## src/rtl/tug_arbiter.sv

```systemverilog
// tug_arbiter: two-key tug-of-war light game; a lone press pulls the light one step,
// pulling past either end wins the round, and SCORE_MAX round wins end the match.
module tug_arbiter #(
   parameter int POSITIONS   = 9,
   parameter int SCORE_MAX   = 7,
   parameter int HOLD_CYCLES = 4
) (
   input  logic                 clk,
   input  logic                 reset,
   input  logic                 key_l,
   input  logic                 key_r,
   output logic [POSITIONS-1:0] led,
   output logic [2:0]           score_l,
   output logic [2:0]           score_r,
   output logic [1:0]           winner,
   output logic                 match_over
);
   localparam int PW = $clog2(POSITIONS);
   localparam int HW = HOLD_CYCLES > 1 ? $clog2(HOLD_CYCLES) : 1;
   localparam logic [PW-1:0] P_TOP = PW'(POSITIONS - 1);
   localparam logic [PW-1:0] P_C = PW'((POSITIONS - 1) / 2);
   localparam logic [HW-1:0] H_LOAD = HW'(HOLD_CYCLES - 1);
   localparam logic [2:0] S_MAX = 3'(SCORE_MAX);

   typedef enum logic [1:0] {PLAY, WIN_L, WIN_R, MATCH_END} state_t;

   state_t        state, nxt_state;
   logic [PW-1:0] pos, nxt_pos;
   logic [HW-1:0] hold, nxt_hold;
   logic [2:0]    nxt_score_l, nxt_score_r;
   logic [1:0]    nxt_winner;
   logic          prev_l, prev_r, press_l, press_r, move_l, move_r;

   assign press_l = key_l & ~prev_l;
   assign press_r = key_r & ~prev_r;
   assign move_l  = press_l & ~press_r;
   assign move_r  = press_r & ~press_l;

   // prev flops reset high so keys held through reset release are not presses
   always_ff @(posedge clk or posedge reset)
      if (reset) begin
         state      <= PLAY;
         pos        <= P_C;
         led        <= POSITIONS'(1) << P_C;
         hold       <= '0;
         score_l    <= '0;
         score_r    <= '0;
         winner     <= 2'b00;
         match_over <= 1'b0;
         prev_l     <= 1'b1;
         prev_r     <= 1'b1;
      end else begin
         state      <= nxt_state;
         pos        <= nxt_pos;
         led        <= POSITIONS'(1) << nxt_pos;
         hold       <= nxt_hold;
         score_l    <= nxt_score_l;
         score_r    <= nxt_score_r;
         winner     <= nxt_winner;
         match_over <= nxt_state == MATCH_END;
         prev_l     <= key_l;
         prev_r     <= key_r;
      end

   always_comb begin
      nxt_state = state;
      case (state)
         PLAY:    nxt_state = move_l && pos == P_TOP ? WIN_L : move_r && pos == '0 ? WIN_R : PLAY;
         WIN_L:   nxt_state = hold != '0 ? WIN_L : score_l == S_MAX ? MATCH_END : PLAY;
         WIN_R:   nxt_state = hold != '0 ? WIN_R : score_r == S_MAX ? MATCH_END : PLAY;
         default: nxt_state = MATCH_END;
      endcase
   end

   always_comb begin
      nxt_pos     = pos;
      nxt_hold    = hold;
      nxt_score_l = score_l;
      nxt_score_r = score_r;
      nxt_winner  = winner;
      if (state == PLAY && move_l && pos != P_TOP) nxt_pos = pos + 1'b1;
      if (state == PLAY && move_r && pos != '0) nxt_pos = pos - 1'b1;
      if (state == PLAY && nxt_state == WIN_L) begin
         nxt_score_l = score_l + {2'b00, score_l != S_MAX};
         nxt_winner  = 2'b10;
         nxt_hold    = H_LOAD;
      end
      if (state == PLAY && nxt_state == WIN_R) begin
         nxt_score_r = score_r + {2'b00, score_r != S_MAX};
         nxt_winner  = 2'b01;
         nxt_hold    = H_LOAD;
      end
      if ((state == WIN_L || state == WIN_R) && hold != '0) nxt_hold = hold - 1'b1;
      if (state != PLAY && nxt_state == PLAY) begin
         nxt_pos    = P_C;
         nxt_winner = 2'b00;
      end
   end
endmodule

```

## config.mk

```make
export PLATFORM = sky130hd
export DESIGN_NAME = tug_arbiter
export DESIGN_NICKNAME = d
export VERILOG_FILES = /design/src/rtl/tug_arbiter.sv
export SDC_FILE = /design/constraint.sdc
export NUM_CORES = 1
export LEC_CHECK = 0
export CAP_MARGIN = 20
export CORE_ASPECT_RATIO = 0.5
export CORE_MARGIN = 3
export CORE_UTILIZATION = 42
export CTS_CLUSTER_SIZE = 16
export DETAILED_ROUTE_END_ITERATION = 16
export PLACE_DENSITY = 0.72
export SYNTH_ARGS = -nofsm -noshare
export SYNTH_HDL_FRONTEND = slang
export SYNTH_SLANG_ARGS = --single-unit
```

## constraint.sdc

```tcl
create_clock -name clk -period 3.2 [get_ports clk]
set_input_delay 0.64 -clock clk [delete_from_list [all_inputs] [get_ports clk]]
set_output_delay 0.64 -clock clk [all_outputs]
set_load 0.02 [all_outputs]
```

# == Yosys cells after proc, flatten, opt, wreduce, memory -nomap -nowiden ==
# Index checks and enable logic that the tools add are counted.
# op_classes
n_addsub,5
eq_ne,11
shifts,1
mux,16
n_bitwise,8
n_reduce_logical,19
# op_table
op,count
$mux W2,12
$mux W4,3
$logic_and A1 B1 Y1,10
$shl A1 B4 Y9 const A,1
$add A3 B1 Y3,2
$eq A2 B2 Y1 const B,3
$eq A3 B3 Y1 const B,2
$ne A3 B3 Y1 const B,2
$pmux W2 S3,1
$reduce_bool A3 Y1,2
$add A4 B1 Y4 const B,1
$and A1 B1 Y1,4
$eq A2 B1 Y1 const B,2
$eq A4 B4 Y1 const B,1
$logic_not A2 Y1,2
$logic_not A4 Y1,1
$ne A4 B4 Y1 const B,1
$not A1 Y1,4
$reduce_bool A2 Y1,2
$reduce_bool A4 Y1,1
$sub A4 B1 Y4 const B,1
$sub A2 B1 Y2 const B,1
$logic_or A1 B1 Y1,1
# word_totals
ff_bits,28
inputBits,4
out_inout_bits,18
word_cells,70

# == Depth between registers and ports, before layout ==
# Gate-level depths: netlist (run 1).
# logic_depth
depth_word,13
ltp_mapped,9
mapped_depth_nobuf,8

# == Worst setup path after synthesis (run 1) ==
# OpenSTA, ideal clock, no wires.
# synth_timing
path_type,input-to-reg
from,in key_r
to,reg score_l[0]
setup_time_ps,128
arrival_time_ps,1886
required_ps,3072
path_slack_ps,1186
stages,7
path_buffers,2
cell_sequence,nor2b_4 -> buf_6 -> nor4b_2 -> and3b_1 -> buf_6 -> nor3_4 -> mux2_1
# synth_between
elab_chain_len,8
elab_cells_between_ends,11
cone_classes,1 x eq/ne; 3 x mux; 4 x bitwise; 3 x reduce/logical
# synth_rtl
element,line,rtl
start: declaration,11,"input logic key_r,"
$and A1 B1 Y1 (*),35,assign press_r = key_r & ~prev_r;
$and A1 B1 Y1 / $not A1 Y1 (equally long branches),"37, 36",
$logic_and A1 B1 Y1 / $and A1 B1 Y1 (equally long branches),"68, 36",
$mux W2 / $logic_and A1 B1 Y1 (equally long branches),68,PLAY: nxt_state = move_l && pos == P_TOP ? WIN_L : move_r && pos == '0 ? WIN_R : PLAY;
$mux W2 (*),68,
$pmux W2 S3 (*),67,case (state)
$eq A2 B1 Y1 (*),83,if (state == PLAY && nxt_state == WIN_L) begin
$logic_and A1 B1 Y1 (*),83,
end signal: assignment,57,score_l <= nxt_score_l;
end: declaration,13,"output logic [2:0] score_l,"
# Every way passes the cells marked *; elsewhere a longest branch is shown, timed or not.
# A chain may end at the register's enable or synchronous reset.

# == Worst setup path in the final report (run 1) ==
# layout_timing
from,in key_l
to,reg score_l[1]
# layout_between
elab_chain_len,9
elab_cells_between_ends,11
cone_classes,1 x eq/ne; 3 x mux; 4 x bitwise; 3 x reduce/logical
# layout_rtl
element,line,rtl
start: declaration,10,"input logic key_l,"
$and A1 B1 Y1 (*),34,assign press_l = key_l & ~prev_l;
$not A1 Y1,37,assign move_r = press_r & ~press_l;
$and A1 B1 Y1,37,
$logic_and A1 B1 Y1,68,
$mux W2,68,
$mux W2 (*),68,
$pmux W2 S3 (*),67,
net nxt_state[1],27,"state_t state, nxt_state;"
$eq A2 B1 Y1 (*),83,
$logic_and A1 B1 Y1 (*),83,
# Mark *: on every way through the listed nets, which the timed path passes. The rest lies on a longest branch.

==> results of run 1 <==
cell usage in the layout (no fill, tap or decap), types with 3 or more instances in the layout:
master,n
a21oi_1,3
buf_4,3
clkbuf_8,3
clkdlybuf4s50_1,21
dfrtp_1,24
dfstp_2,4
ha_1,12
inv_1,13
nand2_1,5
nand3_1,5
nand4_1,3
nor2_1,9
nor2b_1,3
nor4_1,7
o211ai_1,3
o21ai_0,7
xnor2_1,7
flip-flops by register name, indices dropped and copies added (netlist names):
name,flops
winner,2
score_r,3
state,2
led,9
hold,2
prev_r,1
score_l,3
match_over,1
prev_l,1
pos,4
logic make-up after synthesis:
logic type | after synthesis | synth area share (%)
XOR/XNOR | 7 | 3.65
AO/OA/AOI/OAI | 26 | 12.6
multiplexers | 4 | 3.12
AND/OR/NAND/NOR | 54 | 21.9
flip-flops | 28 | 42.0
adder cells (fa/ha/maj) | 12 | 8.93
buffers and inverters | 20 | 7.81
cell type report:
class / count / area [um2]
Fill cell: 329 / 1630
Timing Repair Buffer: 25 / 248
Clock buffer: 3 / 41.3
Sequential cell: 28 / 706
Inverter: 15 / 81.3
Clock inverter: 1 / 30.0
Multi-Input combinational cell: 103 / 845
Tap cell: 51 / 63.8
where the power goes:
part / internal [mW] / switching [mW] / leakage [nW]
Clock: 0.168 / 0.110 / 0.0357
Sequential: 0.356 / 0.00104 / 0.335
Combinational: 0.00842 / 0.0123 / 0.517
cell usage after synthesis (2+ instances only):
cell	number
a31oi_1	2
mux2_1	2
a21oi_1	3
nor2b_1	3
clkinv_8	2
dfstp_2	4
ha_1	12
nor2_1	9
nor3_4	2
or3_1	2
o221ai_1	2
nor4b_2	2
dfrtp_1	24
buf_6	4
o211a_1	2
xnor2_1	7
inv_1	13
nor4_1	7
mux2_4	2
o21ai_0	7
o211ai_1	3
nand4_1	3
nand3_1	5
and3_1	2
nand2_1	5
worst paths after layout:
check / end / slack [ps] / cells past startpoint
max in group asynchronous: prev_r / 1800 / 4
min reg2reg: score_l[2] / 490 / 1
min in group asynchronous: winner[0] / 700 / 2
min: score_l[2] / 490 / 1
max reg2reg: score_l[1] / 820 / 8
max: score_l[1] / 700 / 7
worst reg2reg max path: cells and delay by family, from the launching register on:
kind	cells	cell delay (ps)
DFF	1	480
and+or+nand+nor	3	490
AOI/OAI and AO/OA	1	430
adders and majority gates	1	270
buffers and inverters	2	250
muxes	1	340
per-layer routing:
metal | part of all wire (%) | wire length [um] | vias to the layer above | track usage [%]
met5 | 0 | 0 | - | 0
met1 | 47 | 1520 | 578 | 18.8
met2 | 48 | 1550 | 31 | 24.0
li1 | - | - | 591 | -
met4 | 0.43 | 14 | 0 | 2.83
met3 | 4.4 | 141 | 2 | 3.89
==> impl_metrics.yaml, run 1 <==
detailed_routing:
  vias: 1202
  drc_errors: 0
  viasPerCell: 5.32
  first_pass_iters: 4
  wl_per_cell_um: 14.3
  ant_nets: 0
  drt_iter0_drc: 41
  wirelength_um: 3230
critical_path:
  worstSetupStartpoint: "key_l"
  worst_ep_required_time_ps: 3360
  critPathMaxStageDelay_ps: 520
  path_cells: "clkdlybuf4s50_1 -> nand2b_1 -> nand3_1 -> o211a_1 -> clkinv_8 -> nor3_4 -> mux2_1"
  r2r_start: "pos[1]"
  critical_path_class: "in2reg"
  crit_slowest_cell: "clkdlybuf4s50_1"
  cp.arrival_ps: 2650
  cp-start-kind: "input port"
  cp-end-kind: "flip-flop"
  critical-path-top-delay-family: "buffers and inverters"
  cp_max_fo: 8
  crit_buf_inv: 2
pwr:
  power.leakage_nw: 0.888
  p_per_area_nw_per_um2: 325
  finalPower_uw: 655
  irDropWorstVdd_mv: 0.155
outcome:
  status: "finished, final reports clean"
clock_network:
  cts_sinks: 28
  cts_root_buf: "clkbuf_8"
  clk_pin_slew_ps: 90
  clk_path_buf_depth: 2
  post_cts_resized: 0
  cts_tree: "yes"
  ctsHoldBuffers: 0
  numCtsBuffers: 3
  htreeDepth: 1
  clkLatencyLatePin_ps: 280
  cts_setup_buffers: 0
synthesis:
  synth_area_leader_cell: "dfrtp_1"
  synth_sequential_area_ratio_pct: 42.0
  synthFlopType: "dfrtp_1"
  synthTopCellsByArea: "dfrtp_1 36%, ha_1 8.9%, dfstp_2 6.3%, xnor2_1 3.6%, inv_1 2.9%"
  ys_ff_latch: 28
  avgSynthCellArea_um2: 11.1
  yosysWarningCount: 0
  synthCells: 151
  syn_area_um2: 1680
  syn-num-nets: 167
  yosysTopAreaCellShare_pct: 35.7
  synth_edf_count: 0
  async_flop_share_pct: 100
  synth_cell_types: 47
place:
  hpwl_um: 2510
  dpl_cell_area_um2: 1930
  gp_congestion: 0.866
  pre_cts_ws_ps: 411
  port_buffers: 21
  placed_cells: 221
timing:
  max_slew.worst_pin.slew_ps: 554
  fin_ws_ps: 704
  hold_viol_final: 0
  max-slew-margin-rel_pct: 63.0
  finalSetupTns_ps: 0
  fmax_mhz: 401
  setup_viol: 0
  maxSlewViolCount: 0
  period_needed_ps: 2500
  timing.final.crit_share_pct: 78.0
  skew_ps: 9.83
  rsz0062_at_grt: "no"
  fin_hold_ws_ps: 495
floorplan:
  die_h_um: 50.7
  die_area_um2: 4850
  rows: 15
  die_x_um: 95.5
  core_um2: 3640
  start_util_pct: 46.2
  io_pins: 22
grt:
  grt_usage_pct: 14.3
  grt_pass1_wl_um: 5520
  first_global_vias: 1191
  antenna_found_initial: 0
  grt-ovfl-total: 0
  grt_max_degree: 28
layout:
  n_antenna_cell: 0
  area_growth_pct: 19.8
  layout.nets: 192
  final_core_util_pct: 55.3
  fin_cells: 226
  post-route-cell-area_um2: 2010
  drive_gt1_share_pct: 17.1
hold_path:
  hp-class: "reg2reg"
  min-delay-start: "score_l[2]"
run:
  cap_violations: 0
Note: power is estimated with default switching activity, not from simulation.
==> run 2, diff against run 1 <==
==> constraint.sdc (replaced) <==
create_clock -name clk -period 2.5 [get_ports clk]
set_input_delay 0.5 -clock clk [delete_from_list [all_inputs] [get_ports clk]]
set_output_delay 0.5 -clock clk [all_outputs]
set_load 0.02 [all_outputs]
==> impl_metrics.yaml, run 2 (synthesis results as in run 1) <==
critical_path:
  critical-path-top-delay-family: "simple AND/OR/NAND/NOR gates"
  cp_max_fo: 7
  reg2reg_slack_ps: 250
  crit_slowest_cell: "dfrtp_1"
  cp.arrival_ps: 2400
  cp-end-kind: "flip-flop"
  cp-start-kind: "flip-flop"
  path_cells: "inv_1 -> ha_1 -> nand3b_1 -> nor4b_2 -> and3b_1 -> buf_4 -> xnor2_1 -> o21ai_0"
  critical_path_class: "reg2reg"
  crit_buf_inv: 2
  worst_ep_required_time_ps: 2650
  critPathMaxStageDelay_ps: 420
layout:
  area_growth_pct: 19.1
  n_antenna_cell: 0
  regMostFlops: "led"
  drive_gt1_share_pct: 18.0
  reg.largest.list: "led (9), pos (4)"
  largest_reg_flops: 9
  n_fill_cell: 339
  layout_common_cells: "24 x dfrtp_1, 21 x clkdlybuf4s50_1, 13 x inv_1"
  fin_cells: 229
  final_core_util_pct: 55.0
  layout.nets: 195
  mostFrequentLayoutCell: "dfrtp_1"
floorplan:
  die_x_um: 95.5
  die_h_um: 50.7
  die_area_um2: 4850
  start_util_pct: 46.2
  rows: 15
  io_pins: 22
  core_um2: 3640
detailed_routing:
  wirelength_um: 3280
  wl_per_cell_um: 14.3
  vias: 1222
  ant_nets: 0
  viasPerCell: 5.34
  drc_errors: 0
  first_pass_iters: 4
  drt_iter0_drc: 48
clock_network:
  cts_root_buf: "clkbuf_8"
  post_cts_resized: 0
  clkLatencyLatePin_ps: 270
  clk_pin_slew_ps: 90
  htreeDepth: 1
  clk_path_buf_depth: 2
  cts_sinks: 28
  cts_setup_buffers: 0
  numCtsBuffers: 3
  cts_tree: "yes"
  ctsHoldBuffers: 0
grt:
  grt_max_degree: 29
  first_global_vias: 1204
  grt-ovfl-total: 0
  grt_pass1_wl_um: 5480
  antenna_found_initial: 0
  grt_usage_pct: 15.0
pwr:
  power.leakage_nw: 0.889
  irDropWorstVdd_mv: 0.199
  finalPower_uw: 734
  p_per_area_nw_per_um2: 367
place:
  port_buffers: 21
  hpwl_um: 2550
  placed_cells: 225
  pre_cts_ws_ps: 20.1
  gp_congestion: 0.904
timing:
  setup_viol: 0
  hold_viol_final: 0
  skew_ps: 3.80
  max_slew.worst_pin.slew_ps: 665
  maxSlewViolCount: 0
  rsz0062_at_grt: "no"
  finalSetupTns_ps: 0
  period_needed_ps: 2250
  timing.final.crit_share_pct: 89.9
  max-slew-margin-rel_pct: 55.2
  fin_ws_ps: 251
  fmax_mhz: 445
hold_path:
  hp-class: "reg2reg"
outcome:
  status: "finished, final reports clean"
run:
  cap_violations: 0
## run 2: cell types whose count changed in the layout (fill, tap and decap cells not counted)
cell | previous run | this run
buf_8 | 1 | 0
buf_4 | 3 | 7
bufinv_16 | 1 | 0
clkbuf_1 | 0 | 1
## run 2: layout make-up
class / count / area [um2] / area share, %
clock buffer: 4 / 45.0 / 2.25
inverter: 15 / 81.3 / 4.06
multi-input combinational: 103 / 845 / 42.2
sequential: 28 / 706 / 35.2
tap: 51 / 63.8 / 3.19
timing repair buffer: 28 / 263 / 13.1
## run 2: final timing paths
| kind | start | endpoint | cells past startpoint |
|---|---|---|---|
| worst max-delay path | state[1] | hold[1] | 8 |
| worst min-delay path | score_l[2] | score_l[2] | 1 |
| worst max register to register | state[1] | hold[1] | 8 |
| worst min register to register | score_l[2] | score_l[2] | 1 |
| max in group asynchronous | reset | prev_l | 3 |
| min in group asynchronous | reset | led[2] | 3 |
## run 2: per-layer routing
metal | wire length (um) | vias up | share of wire [%] | global-route usage, %
met2 | 1570 | 23 | 48 | 23.9
met1 | 1610 | 599 | 49 | 19.7
met3 | 85 | 2 | 2.6 | 3.44
met5 | 0 | - | 0 | 0
li1 | - | 598 | - | -
met4 | 14 | 0 | 0.43 | 6.37
## run 2: per-stage QoR
stage          hold WS [ps]  instance area, um2
6_report                496                2000
5_1_grt                 516                2000
4_1_cts                 503                2000
3_5_place_dp            482                1960
3_3_place_gp            482                1960
2_1_floorplan           461                1680
## run 2: report_power, final
| part | switching (mW) | total, mW | internal [mW] | leakage, nW |
|---|---|---|---|---|
| registers | 0.00125 | 0.457 | 0.456 | 0.335 |
| clock network | 0.137 | 0.251 | 0.114 | 0.0228 |
| logic | 0.0156 | 0.0263 | 0.0107 | 0.530 |
==> run 3, diff against run 2 <==
--- a/config.mk
+++ b/config.mk
@@ -7,7 +7,6 @@
 export LEC_CHECK = 0
 export CAP_MARGIN = 20
 export CORE_ASPECT_RATIO = 0.5
-export CORE_MARGIN = 3
 export CORE_UTILIZATION = 42
 export CTS_CLUSTER_SIZE = 16
 export DETAILED_ROUTE_END_ITERATION = 16
==> impl_metrics.yaml, run 3 (synthesis results as in run 1) <==
outcome:
  status: "finished, final reports clean"
timing:
  hold_viol_final: 0
  maxSlewViolCount: 0
  period_needed_ps: 2270
  max-slew-margin-rel_pct: 46.2
  max_slew.worst_pin.slew_ps: 798
  rsz0062_at_grt: "no"
  skew_ps: 7.89
  fmax_mhz: 441
  fin_hold_ws_ps: 504
  timing.final.crit_share_pct: 90.6
  setup_viol: 0
floorplan:
  rows: 15
  core_um2: 3620
  start_util_pct: 46.4
  die_area_um2: 4280
  die_h_um: 46.7
  io_pins: 22
  die_x_um: 91.5
clock_network:
  cts_sinks: 28
  cts_root_buf: "clkbuf_8"
  clkLatencyLatePin_ps: 280
  clk_path_buf_depth: 2
  post_cts_resized: 0
  clk_pin_slew_ps: 100
  htreeDepth: 1
  ctsHoldBuffers: 0
  cts_setup_buffers: 0
  cts_tree: "yes"
  numCtsBuffers: 3
layout:
  largest_reg_flops: 9
  mostFrequentLayoutCell: "dfrtp_1"
  post-route-cell-area_um2: 2010
  drive_gt1_share_pct: 18.4
  n_antenna_cell: 0
  layout_common_cells: "24 x dfrtp_1, 21 x clkdlybuf4s50_1, 13 x inv_1"
  reg.largest.list: "led (9), pos (4)"
  area_growth_pct: 19.6
  regMostFlops: "led"
  layout.nets: 196
  fin_cells: 230
critical_path:
  critical_path_class: "reg2reg"
  cp_max_fo: 7
  cp-end-kind: "flip-flop"
  cp.arrival_ps: 2430
  cp-start-kind: "flip-flop"
  worst_ep_required_time_ps: 2670
detailed_routing:
  vias: 1257
  drc_errors: 0
  wl_per_cell_um: 14.3
  viasPerCell: 5.47
  first_pass_iters: 4
  ant_nets: 0
  drt_iter0_drc: 75
  wirelength_um: 3290
pwr:
  power.leakage_nw: 0.894
  p_per_area_nw_per_um2: 367
  finalPower_uw: 738
  irDropWorstVdd_mv: 0.169
place:
  placed_cells: 226
  dpl_cell_area_um2: 1970
  port_buffers: 21
  gp_congestion: 0.832
  hpwl_um: 2500
grt:
  grt_usage_pct: 17.3
  first_global_vias: 1225
  grt_max_degree: 29
  grt-ovfl-total: 0
  grt_pass1_wl_um: 5660
  antenna_found_initial: 0
run:
  cap_violations: 0
hold_path:
  hp-class: "reg2reg"
## run 3: final timing paths
path | cells after the start | endpoint | slack, ps | from
max in group asynchronous | 3 | pos[2] | 1590 | reset
worst min-delay path | 1 | score_r[2] | 500 | score_r[2]
worst max register to register | 8 | score_l[0] | 230 | pos[0]
min in group asynchronous | 3 | match_over | 600 | reset
worst max-delay path | 8 | score_l[0] | 230 | pos[0]
worst min register to register | 1 | score_r[2] | 500 | score_r[2]
## run 3: through the flow
| step | setup slack (ps) | TNS [ps] | utilization [%] |
|---|---|---|---|
| floorplan | 532 | 0 | - |
| global placement | 16.7 | 0 | 54.3 |
| detailed placement | -2.51 | -2.51 | 54.3 |
| CTS | 228 | 0 | 55.5 |
| global route | 50.1 | 0 | 55.5 |
| finish | 234 | 0 | 55.5 |
## run 3: metal layers
| metal | global-route usage [%] | vias to the layer above | share of wire [%] |
|---|---|---|---|
| met5 | 0 | - | 0 |
| li1 | - | 598 | - |
| met2 | 31.3 | 36 | 47 |
| met3 | 3.40 | 5 | 3.8 |
| met1 | 22.3 | 618 | 48 |
| met4 | 4.76 | 0 | 0.91 |
## run 3: power by group
group          total (mW)  switching (mW)  internal (mW)
clock network       0.254           0.140          0.114
registers           0.457         0.00134          0.456
logic              0.0269          0.0162         0.0107
## run 3: cell type report
type / count / area (um2)
fillers: 307 / 1610
multi-input cells: 103 / 845
flip-flops and latches: 28 / 706
repair buffers: 29 / 270
inverters: 15 / 81.3
well taps: 51 / 63.8
clock buffers: 4 / 45.0
## run 3: worst max-delay path, stage by stage, from the launching register on
cell and delay (ps):
dfrtp_1 440, inv_1 120, ha_1 280, nor2b_1 170, nand2_1 80, o211a_1 370, clkinv_8 120, nor3_4 220
mux2_1 350
==> patch 1, RTL diff (config.mk and constraints of run 3) <==
Add an input register stage for `key_l` and `key_r`, cleared by the reset; this delays them by one clock.
--- a/src/rtl/tug_arbiter.sv
+++ b/src/rtl/tug_arbiter.sv
@@ -26,2 +26,15 @@
 
+   logic key_l_q;
+   logic key_r_q;
+
+   always_ff @(posedge clk or posedge reset) begin
+      if (reset) begin
+         key_l_q <= '0;
+         key_r_q <= '0;
+      end else begin
+         key_l_q <= key_l;
+         key_r_q <= key_r;
+      end
+   end
+
    state_t        state, nxt_state;
@@ -33,4 +46,4 @@
 
-   assign press_l = key_l & ~prev_l;
-   assign press_r = key_r & ~prev_r;
+   assign press_l = key_l_q & ~prev_l;
+   assign press_r = key_r_q & ~prev_r;
    assign move_l  = press_l & ~press_r;
@@ -60,4 +73,4 @@
          match_over <= nxt_state == MATCH_END;
-         prev_l     <= key_l;
-         prev_r     <= key_r;
+         prev_l     <= key_l_q;
+         prev_r     <= key_r_q;
       end
Behaviour: not the same (Yosys sat finds a counterexample within 4 cycles, from zero or initial values and one cycle with reset high).
==> patch 1 against run 3 <==
  * Setup slack got worse by 13 ps
  * Design area increased by 4.3%
  * Count of clock-buffer cells in the layout rose by 2
  * Critical path depth fell by 1
  * Sequential cell count up 2
  * Routed wire length rose by 2.9%
  * First-iteration DRC count rose by 19%
  * Synthesized area about the same
  * Critical endpoint is now led[4]
  * Largest cell class unchanged
Power is left out: it rests on default switching activity, and per cell area and clock period it moved more than threefold.
==> patch 1: results (changes against run 3) <==
metric	value	unit	change
hp-start	key_l_q		
nets	192		-2.0%
grt_first_pass_wirelength	5560	µm	-1.8%
synth_area_leaders	dfrtp_1 39%, ha_1 9.7%, dfstp_2 6.2%, mux2_1 2.7%, nor4_1 2.6%		
synth_compound_area_share	14.0	%	+1.4 points
crit_fanout	5		-2
min_path_cells	0		-1
h-tree-depth	2		+1
dpl_cell_area	1940	µm²	-1.5%
hold_end	prev_l		
clkTransAtPathRegs	70	ps	-30 ps
drive_above_1_share	19.3	%	+0.88 points
post-dp-hpwl	2340	µm	-6.2%
synthMuxAreaShare	2.68	%	-0.45 points
rr_endpoint	led[4]		
grt_max_degree	31		+6.9%
status	finished, final reports clean		
track_usage	17.5	%	+0.21 points
place_inst	219		-3.1%
yosysUniqueCellTypes	51		+8.5%
gp_congestion	0.886		+6.5%
seq_area_frac_synth	44.9	%	+2.9 points
post_drt_wl_per_cell	14.9	µm	+4.2%
skew	9.15	ps	+1.26 ps
grt_pass1_vias	1161		-5.2%
synth_xor_area_share	3.12	%	-0.52 points
synth_top_area_share	38.7	%	+2.9 points
cts-buffers-inserted	5		+2
-- patch 1: timing repair --
action	CTS	global route
setup buffers	0	0
endpoints found under the setup margin	0	19
resized for setup	0	2
-- patch 1: critical path, cell delays in order (launching register included) --
cell and delay [ps]:
dfrtp_1 440, inv_1 140, ha_1 240, nor3b_2 490, o41ai_2 120, a2bb2oi_2 240
nand3_1 210, o32ai_1 290
-- patch 1: layout make-up --
| cell class | instances | area (µm²) | area share [%] |
|---|---|---|---|
| clock buffer | 6 | 82.6 | 3.94 |
| clock inverter | 2 | 60.1 | 2.86 |
| inverter | 12 | 45.0 | 2.15 |
| multi-input combinational | 103 | 865 | 41.2 |
| sequential | 30 | 756 | 36.0 |
| tap | 51 | 63.8 | 3.04 |
| timing repair buffer | 23 | 225 | 10.7 |
-- patch 1: routing by layer --
metal  share of wire (%)  up-vias  global-route usage, %
met1                  47      604                   23.1
li1                    -      596                      -
met5                   0        -                      0
met4                0.32        0                   4.13
met3                 6.6        4                   4.85
met2                  46       50                   29.9
-- patch 1: kinds of logic (layout without fill, tap and decap cells) --
| group | Yosys count | after routing |
|---|---|---|
| multiplexers | 4 | 4 |
| adder cells (fa/ha/maj) | 13 | 13 |
| AND/OR/NAND/NOR | 52 | 52 |
| buffers and inverters | 16 | 43 |
| XOR/XNOR | 6 | 6 |
| AO/OA/AOI/OAI | 28 | 28 |
| flip-flops | 30 | 30 |
-- patch 1: worst max path at each step --
| stage | to | slack [ps] | cells after the start |
|---|---|---|---|
| detailed placement | score_r[1] | 140 | 8 |
| finish | led[4] | 220 | 7 |
| global route | led[4] | 50 | 7 |
| floorplan | score_r[0] | 530 | 8 |
| CTS | score_l[0] | 90 | 6 |
| global placement | score_r[0] | 180 | 8 |
-- patch 1: through the flow --
step	worst slack, ps	hold slack, ps	util, %
6_report	221	409	57.9
5_1_grt	47.4	422	57.9
4_1_cts	87.7	410	57.4
3_5_place_dp	144	410	53.5
3_3_place_gp	178	406	53.5
2_1_floorplan	535	382	-
==> patch 2, RTL diff (settings of run 3) <==
Made on the original files. `POSITIONS`: 9 -> 18.
--- a/src/rtl/tug_arbiter.sv
+++ b/src/rtl/tug_arbiter.sv
@@ -3,3 +3,3 @@
 module tug_arbiter #(
-   parameter int POSITIONS   = 9,
+   parameter int POSITIONS   = 18,
    parameter int SCORE_MAX   = 7,
Ports: changed (resized led); port bits go from 22 to 31. No check against the original RTL was run, so the function may have changed too.
==> patch 2 against run 3 <==
  * Sequential cell count is 10 higher
  * Routed wire length increased by 14%
  * Maximum frequency fell by 5.1%
  * Synthesized area is 14% higher
  * Design area increased by 28%
  * Critical path type unchanged
  * Setup slack lost 120 ps
Power is left out: it rests on default switching activity, and per cell area and clock period it moved more than threefold.
==> patch 2: results (changes against run 3) <==
metric	value	unit	change
grtUsageMet1	23.4	%	+1.1 points
clock_area_share	4.43	%	+2.2 points
skew	8.74	ps	+0.857 ps
root_buffer	clkbuf_8		
multi_input_area_share	35.2	%	-6.8 points
dr.pass1.iters	4		unchanged
met3_usage	6.24	%	+2.8 points
grt_antenna_before_repair	0		unchanged
tightest_slew	461	ps	-337 ps
grt_first_pass_wirelength	6790	µm	+20%
status	finished, final reports clean		
post-dp-hpwl	2820	µm	+13%
seq_area_frac_synth	49.7	%	+7.7 points
drt-total-wl	3750	µm	+14%
grtUsageMet2	30.7	%	-0.55 points
grt_pass1_vias	1417		+16%
seq_cell_count	38		+36%
cts-buffers-inserted	5		+2
drive_above_1_share	30.0	%	+12 points
gp_congestion	0.817		-1.8%
grt_max_degree	39		+34%
port_buffers	30		+43%
nMultiInputCombCells	106		+2.9%
n_all_inverters	9		-6
clockBufferDepth	2		unchanged
nets	233		+19%
crit_arrival	2580	ps	+150 ps
synth_area_leaders	dfrtp_1 44%, ha_1 8.5%, dfstp_2 5.5%, nor3_1 2.3%, buf_6 2.3%		
nClkBuffers	5		+1
n_all_buffers	56		+93%
avgViaCountPerCell	5.09		-6.9%
track_usage	18.4	%	+1.1 points
syn_nets	176		+5.4%
ys.flop_type	dfrtp_1		
yosysUniqueCellTypes	50		+6.4%
synthArstFlopShare	100	%	unchanged
worstSkewPairLatency	290	ps	
seq_share	37.2	%	+2.1 points
clkTransAtPathRegs	80	ps	-20 ps
h-tree-depth	2		+1
crit_fanout	7		unchanged
buffer_area_share	19.3	%	+5.8 points
synth_commonest_cells	34 x dfrtp_1, 13 x ha_1, 11 x nand2_1, 9 x inv_1, 9 x nor3_1		
diodes	0		unchanged
n_fill_cell	341		+11%
min_path_cells	1		unchanged
drt_iter0_drc	37		-51%
ys_warn_count	0		unchanged
hold_class	flop to flop		
reg_top3	led x18, pos x5		
reg2regPathDepth	9		+1
[patch 2: cell types whose count changed after synthesis, sizes merged, moves of 3 or more]
| cell | change |
|---|---|
| dfrtp | +10 |
| inv | -4 |
| nand2 | +5 |
| nand3 | -3 |
| nand4 | -3 |
| nor3 | +9 |
| nor4 | +3 |
| o211ai | -4 |
| o21ai | -5 |
[patch 2: kinds of logic after synthesis]
kind of cell	Yosys count	share of synthesized area (%)
buf+inv	15	4.55
mux	5	2.86
simple gates	65	23.0
fa+ha+maj	13	8.45
flops	38	49.7
compound gates	16	7.54
xor+xnor	7	3.97
[patch 2: worst max-delay path: stages, from the launching register on]
cell     delay [ps]
dfrtp_2         440
inv_1            90
ha_1            150
nor4b_4         210
and4b_2         320
buf_4           160
or2_4           270
xnor2_4         170
buf_4           190
nor4_4          270
[patch 2: through the flow]
step	hold slack (ps)	std cells	setup slack, ps	instance area [µm²]	TNS (ps)
after global placement	460	262	-130	2430	-1110
after global routing	537	271	2.67	2570	0
after floorplan	443	159	256	1920	0
after CTS	494	270	14.2	2550	0
after detailed placement	484	262	-154	2430	-2160
final	485	271	113	2570	0
[patch 2: path summary, 6_finish.rpt]
kind / startpoint / to / slack [ps]
setup reg to reg: pos[0] / led[3] / 110
setup / recovery: pos[0] / led[3] / 110
hold / removal: hold[0] / hold[0] / 490
hold reg to reg: hold[0] / hold[0] / 490
min in group asynchronous: reset / led[17] / 610
max in group asynchronous: reset / prev_l / 1540
[patch 2: what timing repair did]
item | in CTS | in global routing
gates cloned | 0 | 0
setup buffers | 0 | 1
endpoints found under the hold margin | 0 | 0
setup endpoints to repair | 12 | 17
gates resized for setup | 3 | 2
[patch 2: layer usage]
metal  up-vias  part of all wire [%]
met1       675                    48
met5         -                     0
met2        25                    48
met3         2                   3.7
met4         0                  0.45
li1        677                     -
